--- src/rtl/uart_rx_buf.sv ---
// UART receiver with a first-word-fall-through receive FIFO, parity/framing checks and sticky overrun.
// Define UART_RX_MAJORITY_EN to take each bit as the 2-of-3 vote around the nominal sample clock.
module uart_rx_buf #(
    parameter int CLK_HZ     = 25000000,
    parameter int BAUD       = 115200,
    parameter int DATA_BITS  = 8,
    parameter int FIFO_DEPTH = 16
) (
    input  logic                          clk,
    input  logic                          rst,
    input  logic                          rx,
    input  logic                          parity_en,
    input  logic                          parity_odd,
    input  logic                          stop_bits,
    input  logic                          rd_en,
    input  logic                          clr_err,
    output logic [DATA_BITS-1:0]          rd_data,
    output logic                          empty,
    output logic                          full,
    output logic [$clog2(FIFO_DEPTH):0]   count,
    output logic                          parity_err,
    output logic                          frame_err,
    output logic                          overrun
);

    localparam int DIV   = (CLK_HZ + BAUD / 2) / BAUD;
    localparam int CNT_W = $clog2(DIV + 1);
    localparam int PTR_W = $clog2(FIFO_DEPTH);
    localparam int BIT_W = $clog2(DATA_BITS);

    localparam logic [CNT_W-1:0] DIV_LAST  = CNT_W'(DIV - 1);
    localparam logic [CNT_W-1:0] HALF_LAST = CNT_W'(DIV / 2 - 1);
    localparam logic [BIT_W-1:0] BIT_LAST  = BIT_W'(DATA_BITS - 1);
    localparam logic [PTR_W:0]   DEPTH_CNT = (PTR_W + 1)'(FIFO_DEPTH);

    typedef enum logic [2:0] {IDLE, START, DATA, PARITY, STOP} state_t;

    logic                 r_sync1, r_sync2, r_rx_d1, r_rx_d2;
    logic                 w_sample, w_fall, w_low_any;

    state_t               r_state, w_state_next;
    logic [CNT_W-1:0]     r_cnt, w_cnt_next;
    logic [BIT_W-1:0]     r_bit, w_bit_next;
    logic [DATA_BITS-1:0] r_shift, w_shift_next;
    logic                 r_par_en, w_par_en_next;
    logic                 r_par_odd, w_par_odd_next;
    logic                 r_stop2, w_stop2_next;
    logic                 r_stop_idx, w_stop_idx_next;
    logic                 r_stop_low, w_stop_low_next;
    logic                 r_par_bad, w_par_bad_next;
    logic                 r_wr, w_wr_next;
    logic                 r_perr, w_perr_next;
    logic                 r_ferr, w_ferr_next;

    logic [DATA_BITS-1:0] r_mem [FIFO_DEPTH];
    logic [PTR_W-1:0]     r_wr_ptr, r_rd_ptr;
    logic [PTR_W:0]       r_count;
    logic                 r_overrun;
    logic                 w_empty, w_full, w_pop, w_push, w_ovf;

    // r_rx_d1 is the sampling point so the vote can see one clock either side of it
    // with the same latency in both builds.
`ifdef UART_RX_MAJORITY_EN
    assign w_sample = (r_rx_d2 & r_rx_d1) | (r_rx_d2 & r_sync2) | (r_rx_d1 & r_sync2);
`else
    assign w_sample = r_rx_d1;
`endif
    assign w_fall    = r_rx_d2 & ~r_rx_d1;
    assign w_low_any = r_stop_low | ~w_sample;

    always_comb begin
        w_state_next    = r_state;
        w_cnt_next      = r_cnt + 1'b1;
        w_bit_next      = r_bit;
        w_shift_next    = r_shift;
        w_par_en_next   = r_par_en;
        w_par_odd_next  = r_par_odd;
        w_stop2_next    = r_stop2;
        w_stop_idx_next = r_stop_idx;
        w_stop_low_next = r_stop_low;
        w_par_bad_next  = r_par_bad;
        w_wr_next       = 1'b0;
        w_perr_next     = 1'b0;
        w_ferr_next     = 1'b0;
        case (r_state)
            IDLE: begin
                w_cnt_next = '0;
                if (w_fall) begin
                    w_state_next    = START;
                    w_par_en_next   = parity_en;
                    w_par_odd_next  = parity_odd;
                    w_stop2_next    = stop_bits;
                    w_bit_next      = '0;
                    w_stop_idx_next = 1'b0;
                    w_stop_low_next = 1'b0;
                    w_par_bad_next  = 1'b0;
                end
            end
            START: begin
                if (r_cnt == HALF_LAST) begin
                    w_cnt_next   = '0;
                    w_state_next = w_sample ? IDLE : DATA;
                end
            end
            DATA: begin
                if (r_cnt == DIV_LAST) begin
                    w_cnt_next   = '0;
                    w_shift_next = {w_sample, r_shift[DATA_BITS-1:1]};
                    if (r_bit == BIT_LAST) begin
                        w_state_next = r_par_en ? PARITY : STOP;
                    end else begin
                        w_bit_next = r_bit + 1'b1;
                    end
                end
            end
            PARITY: begin
                if (r_cnt == DIV_LAST) begin
                    w_cnt_next     = '0;
                    w_par_bad_next = ((^r_shift) ^ w_sample) != r_par_odd;
                    w_state_next   = STOP;
                end
            end
            STOP: begin
                if (r_cnt == DIV_LAST) begin
                    w_cnt_next      = '0;
                    w_stop_low_next = w_low_any;
                    if (r_stop2 && !r_stop_idx) begin
                        w_stop_idx_next = 1'b1;
                    end else begin
                        // A low stop sample outranks a parity error.
                        w_state_next = IDLE;
                        w_ferr_next  = w_low_any;
                        w_perr_next  = ~w_low_any & r_par_bad;
                        w_wr_next    = ~w_low_any & ~r_par_bad;
                    end
                end
            end
            default: w_state_next = IDLE;
        endcase
    end

    always_ff @(posedge clk) begin
        if (rst) begin
            r_sync1    <= 1'b1;
            r_sync2    <= 1'b1;
            r_rx_d1    <= 1'b1;
            r_rx_d2    <= 1'b1;
            r_state    <= IDLE;
            r_cnt      <= '0;
            r_bit      <= '0;
            r_shift    <= '0;
            r_par_en   <= 1'b0;
            r_par_odd  <= 1'b0;
            r_stop2    <= 1'b0;
            r_stop_idx <= 1'b0;
            r_stop_low <= 1'b0;
            r_par_bad  <= 1'b0;
            r_wr       <= 1'b0;
            r_perr     <= 1'b0;
            r_ferr     <= 1'b0;
        end else begin
            r_sync1    <= rx;
            r_sync2    <= r_sync1;
            r_rx_d1    <= r_sync2;
            r_rx_d2    <= r_rx_d1;
            r_state    <= w_state_next;
            r_cnt      <= w_cnt_next;
            r_bit      <= w_bit_next;
            r_shift    <= w_shift_next;
            r_par_en   <= w_par_en_next;
            r_par_odd  <= w_par_odd_next;
            r_stop2    <= w_stop2_next;
            r_stop_idx <= w_stop_idx_next;
            r_stop_low <= w_stop_low_next;
            r_par_bad  <= w_par_bad_next;
            r_wr       <= w_wr_next;
            r_perr     <= w_perr_next;
            r_ferr     <= w_ferr_next;
        end
    end

    assign w_empty = (r_count == '0);
    assign w_full  = (r_count == DEPTH_CNT);
    assign w_pop   = rd_en & ~w_empty;
    // When full, a simultaneous pop frees the slot the write lands in.
    assign w_push  = r_wr & (~w_full | w_pop);
    assign w_ovf   = r_wr & w_full & ~w_pop;

    always_ff @(posedge clk) begin
        if (w_push) begin
            r_mem[r_wr_ptr] <= r_shift;
        end
    end

    always_ff @(posedge clk) begin
        if (rst) begin
            r_wr_ptr  <= '0;
            r_rd_ptr  <= '0;
            r_count   <= '0;
            r_overrun <= 1'b0;
        end else begin
            if (w_push) begin
                r_wr_ptr <= r_wr_ptr + 1'b1;
            end
            if (w_pop) begin
                r_rd_ptr <= r_rd_ptr + 1'b1;
            end
            case ({w_push, w_pop})
                2'b10:   r_count <= r_count + 1'b1;
                2'b01:   r_count <= r_count - 1'b1;
                default: r_count <= r_count;
            endcase
            if (w_ovf) begin
                r_overrun <= 1'b1;
            end else if (clr_err) begin
                r_overrun <= 1'b0;
            end
        end
    end

    assign rd_data    = r_mem[r_rd_ptr];
    assign empty      = w_empty;
    assign full       = w_full;
    assign count      = r_count;
    assign parity_err = r_perr;
    assign frame_err  = r_ferr;
    assign overrun    = r_overrun;

endmodule

--- config.mk ---
export PLATFORM = sky130hd
export DESIGN_NAME = uart_rx_buf
export DESIGN_NICKNAME = d
export VERILOG_FILES = /design/src/rtl/uart_rx_buf.sv
export SDC_FILE = /design/constraint.sdc
export NUM_CORES = 1
export LEC_CHECK = 0
export ABC_CLOCK_PERIOD_IN_PS = 2230
export CORE_AREA = 2 2 125 127
export DETAILED_ROUTE_END_ITERATION = 8
export DIE_AREA = 0 0 127 129
export HOLD_SLACK_MARGIN = 0.12
export MAX_ROUTING_LAYER = met4
export PLACE_DENSITY = 0.69
export RECOVER_POWER = 25
export SLEW_MARGIN = 20
export SYNTH_ARGS = -nofsm -noshare
export SYNTH_HDL_FRONTEND = slang
export SYNTH_SLANG_ARGS = --single-unit
--- constraint.sdc ---
create_clock -name clk -period 2.23 [get_ports clk]
set_input_delay 0.446 -clock clk [delete_from_list [all_inputs] [get_ports clk]]
set_output_delay 0.446 -clock clk [all_outputs]
set_load 0.01 [all_outputs]
==> summary.md <==
| Metric | Value |
|---|---|
| Worst path slowest cell | mux4_2 |
| Initial antenna violation count | 0 |
| Area delta synth->final | 19.4% |
| CP Launch Type | flop |
| Total number of yosys warnings | 0 |
| WL final | 14600 um |
| Vias in the first global route | 4230 |
| Fraction of layout cells with a size suffix above 1 | 26.3% |
| Max-slew violations | 0 |
| Initial DRC Count | 316 |
| Mapped Area | 7440 sq um |
| Part of the Yosys area used for sequential elements | 66.0% |
| Critical path peak fanout | 8 |
| Io pins | 26 |
| Die width | 127 um |
| Finished Core Util | 59.3% |
| Clk sinks | 181 |
| FMAX | 380 MHz |
| Top delay family on crit path | multiplexers |
| First-pass GRT wire length | 23100 um |
| Final Cycle Share | 118% |
| Largest stage delay on the critical path | 0.51 ns |
| Die ar. | 16400 sq um |
| Placed insts | 722 |
| Placed cell area | 8260 sq um |
| Area of the core | 15000 sq um |
| Most frequent cells in the layout | edfxtp_1 (128), nor2_1 (64), dfxtp_1 (51), buf_4 (44), mux4_2 (40) |
| Vias | 4263 |
| Max Cap Viol | 0 |
| Clock Latency Late Sink | 0.43 ns |
| Mean post-synth cell area | 15.5 sq um |
| Top_reg_cell synth | edfxtp_1 |
| DRC errors left | 0 |
| Clk buf depth | 2 |
| Final count of hold timing violations | 0 |
| Critical path arrival | 2.19 ns |
| Htree depth | 4 |
| Commonest non-fill, non-tap cell in the layout | edfxtp_1 |
| Min-delay worst type | flop to flop |
| DP HPWL | 9570 um |
| All-Layer GR Usage | 19.6% |
| Max_slew headroom | 51.7% |
| I/O Buffers | 25 |
| Async set-or-reset flop fraction in the synthesized netlist | 0% |
| RSZ-0062 raised after global routing | true |
| DR pass1 iterations | 4 |
| Cell leakage power | 3.06 nW |
| Final Critical Period | 2.63 ns |
| Post-synth EDFFs | 128 |
| Pwr dens | 714 nW/um^2 |
| Synth area leaders | edfxtp_1 (52%), dfxtp_1 (14%), mux4_2 (12%), nor2_1 (3.2%), mux2i_1 (2.2%) |
| # setup viols final | 8 |
| Synth unique cells | 60 |
| Design area | 8880 sq um |
| Crit path kind | flop to output port |
| Status | complete, but fails checks |
| Setup skew after layout | 0.00525 ns |
| Clock root buffer | clkbuf_16 |
| Clock-pin slew on the worst setup and hold paths | 0.06 ns |
| Starting density of the core | 49.6% |
| Top cell by count, worst path | mux4_2 |
| Routability cong. | 0.920 |
| Grt ovf | 0 |
| Failing checks | negative setup slack |
| Yosys top cell area share | 51.7% |
| Worst Tran Pin Value | 0.725 ns |
| Clock buffer count from CTS | 17 |
| Setup WS pre-CTS | -0.363 ns |
| VDD IR max | 0.634 mV |
| Largest net degree at the start of global routing | 42 |
| Net Count, Synth | 498 |
| Die height | 129 um |
| Average routed wire per standard cell | 19.2 um |
| Final #Nets | 577 |
| Antenna viol nets, final | 0 |
| Setup crit end kind | output port |
| Fillers | 1155 |
| FF+latch count, synth | 181 |
| Final worst slack | -0.403 ns |
| Cells after synthesis | 479 |
| CTS Hold Bufs | 0 |
| Area of the multi-input gates | 2370 sq um |
| # diodes | 0 |
| CTS tree | done |
| Post-Layout Cell Count | 759 |
| Buffer and inverter count on the worst path | 3 |
| Area leader, netlist | edfxtp_1 |
| Req. time, crit path | 1.78 ns |
| Crit path cell chain | buf_4 -> buf_16 -> mux4_2 -> mux4_2 -> buf_6 |
| Row cnt | 45 |
| Routed vias/inst | 5.62 |
| FF/Latch Area | 4910 sq um |
power breakdown:
part           internal [mW]  leakage [nW]  switching [mW]
logic                 0.0266          1.20          0.0286
clock network           1.52         0.253            1.21
registers               3.55          1.61         0.00297
total                   5.10          3.06            1.24
worst paths after layout:
path,from,end,slack (ns),depth (start not counted)
worst max-delay path,flop,rd_data[2],-0.40,5
worst min-delay path,r_sync1$_SDFF_PP1_,r_sync2$_SDFF_PP1_,0.41,1
worst max register to register,count[0]$_SDFFE_PP0P_,count[4]$_SDFFE_PP0P_,0.04,9
worst min register to register,r_sync1$_SDFF_PP1_,r_sync2$_SDFF_PP1_,0.41,1
cell families (layout without fill, tap and decap cells):
| family | Yosys count | after routing | share of synthesized area, % |
|---|---|---|---|
| compound gates | 45 | 45 | 4.11 |
| xor+xnor | 22 | 22 | 2.78 |
| fa+ha+maj | 11 | 11 | 1.85 |
| buf+inv | 38 | 130 | 2.36 |
| flops | 181 | 181 | 66.0 |
| mux | 56 | 56 | 14.3 |
| simple gates | 126 | 126 | 8.68 |
cells in the mapped netlist (all sizes together), types with 10 or more instances:
cell / instances
a21oi: 18
buf: 13
clkbuf: 10
dfxtp: 53
edfxtp: 128
ha: 11
inv: 15
mux2i: 16
mux4: 40
nand2: 15
nor2: 66
xnor2: 13
cell type report:
cell class,instances,area share (%)
clock buffer,18,4.83
tap,188,2.65
clock inverter,14,1.25
timing repair buffer,83,8.61
multi-input combinational,260,26.7
sequential,181,55.3
inverter,15,0.634
flip-flops by register name, indices dropped and copies added (netlist names), 3 cells and up, named ones only:
signal and cells:
r_shift 8, r_wr_ptr 4, count 5, r_mem 128, r_bit 3, r_cnt 8
r_rd_ptr 4, r_state 3
per-stage QoR:
stage	setup TNS (ns)	hold WS [ns]	total power [mW]
after CTS	-3.25	0.409	6.40
after global placement	-2.21	0.391	3.68
final	-3.07	0.408	6.34
after floorplan	-0.00832	0.389	3.66
after global routing	-3.51	0.428	6.52
after detailed placement	-3.76	0.394	3.69
what timing repair did:
item | 4_1_cts | 5_1_grt
endpoints found under the setup margin | 10 | 11
gates resized for setup | 44 | 8
buffers inserted | 4 | 0
pin swaps | 1 | 4
gates cloned | 1 | 0
layer usage:
layer | up-vias | share of wire, % | track usage (%)
met5 | - | 0 | -
met4 | 0 | 1.1 | 6.21
met3 | 15 | 5.3 | 3.91
met2 | 139 | 50 | 32.1
met1 | 2130 | 43 | 25.0
li1 | 1979 | - | -
Power figures use the tool's default switching activity.
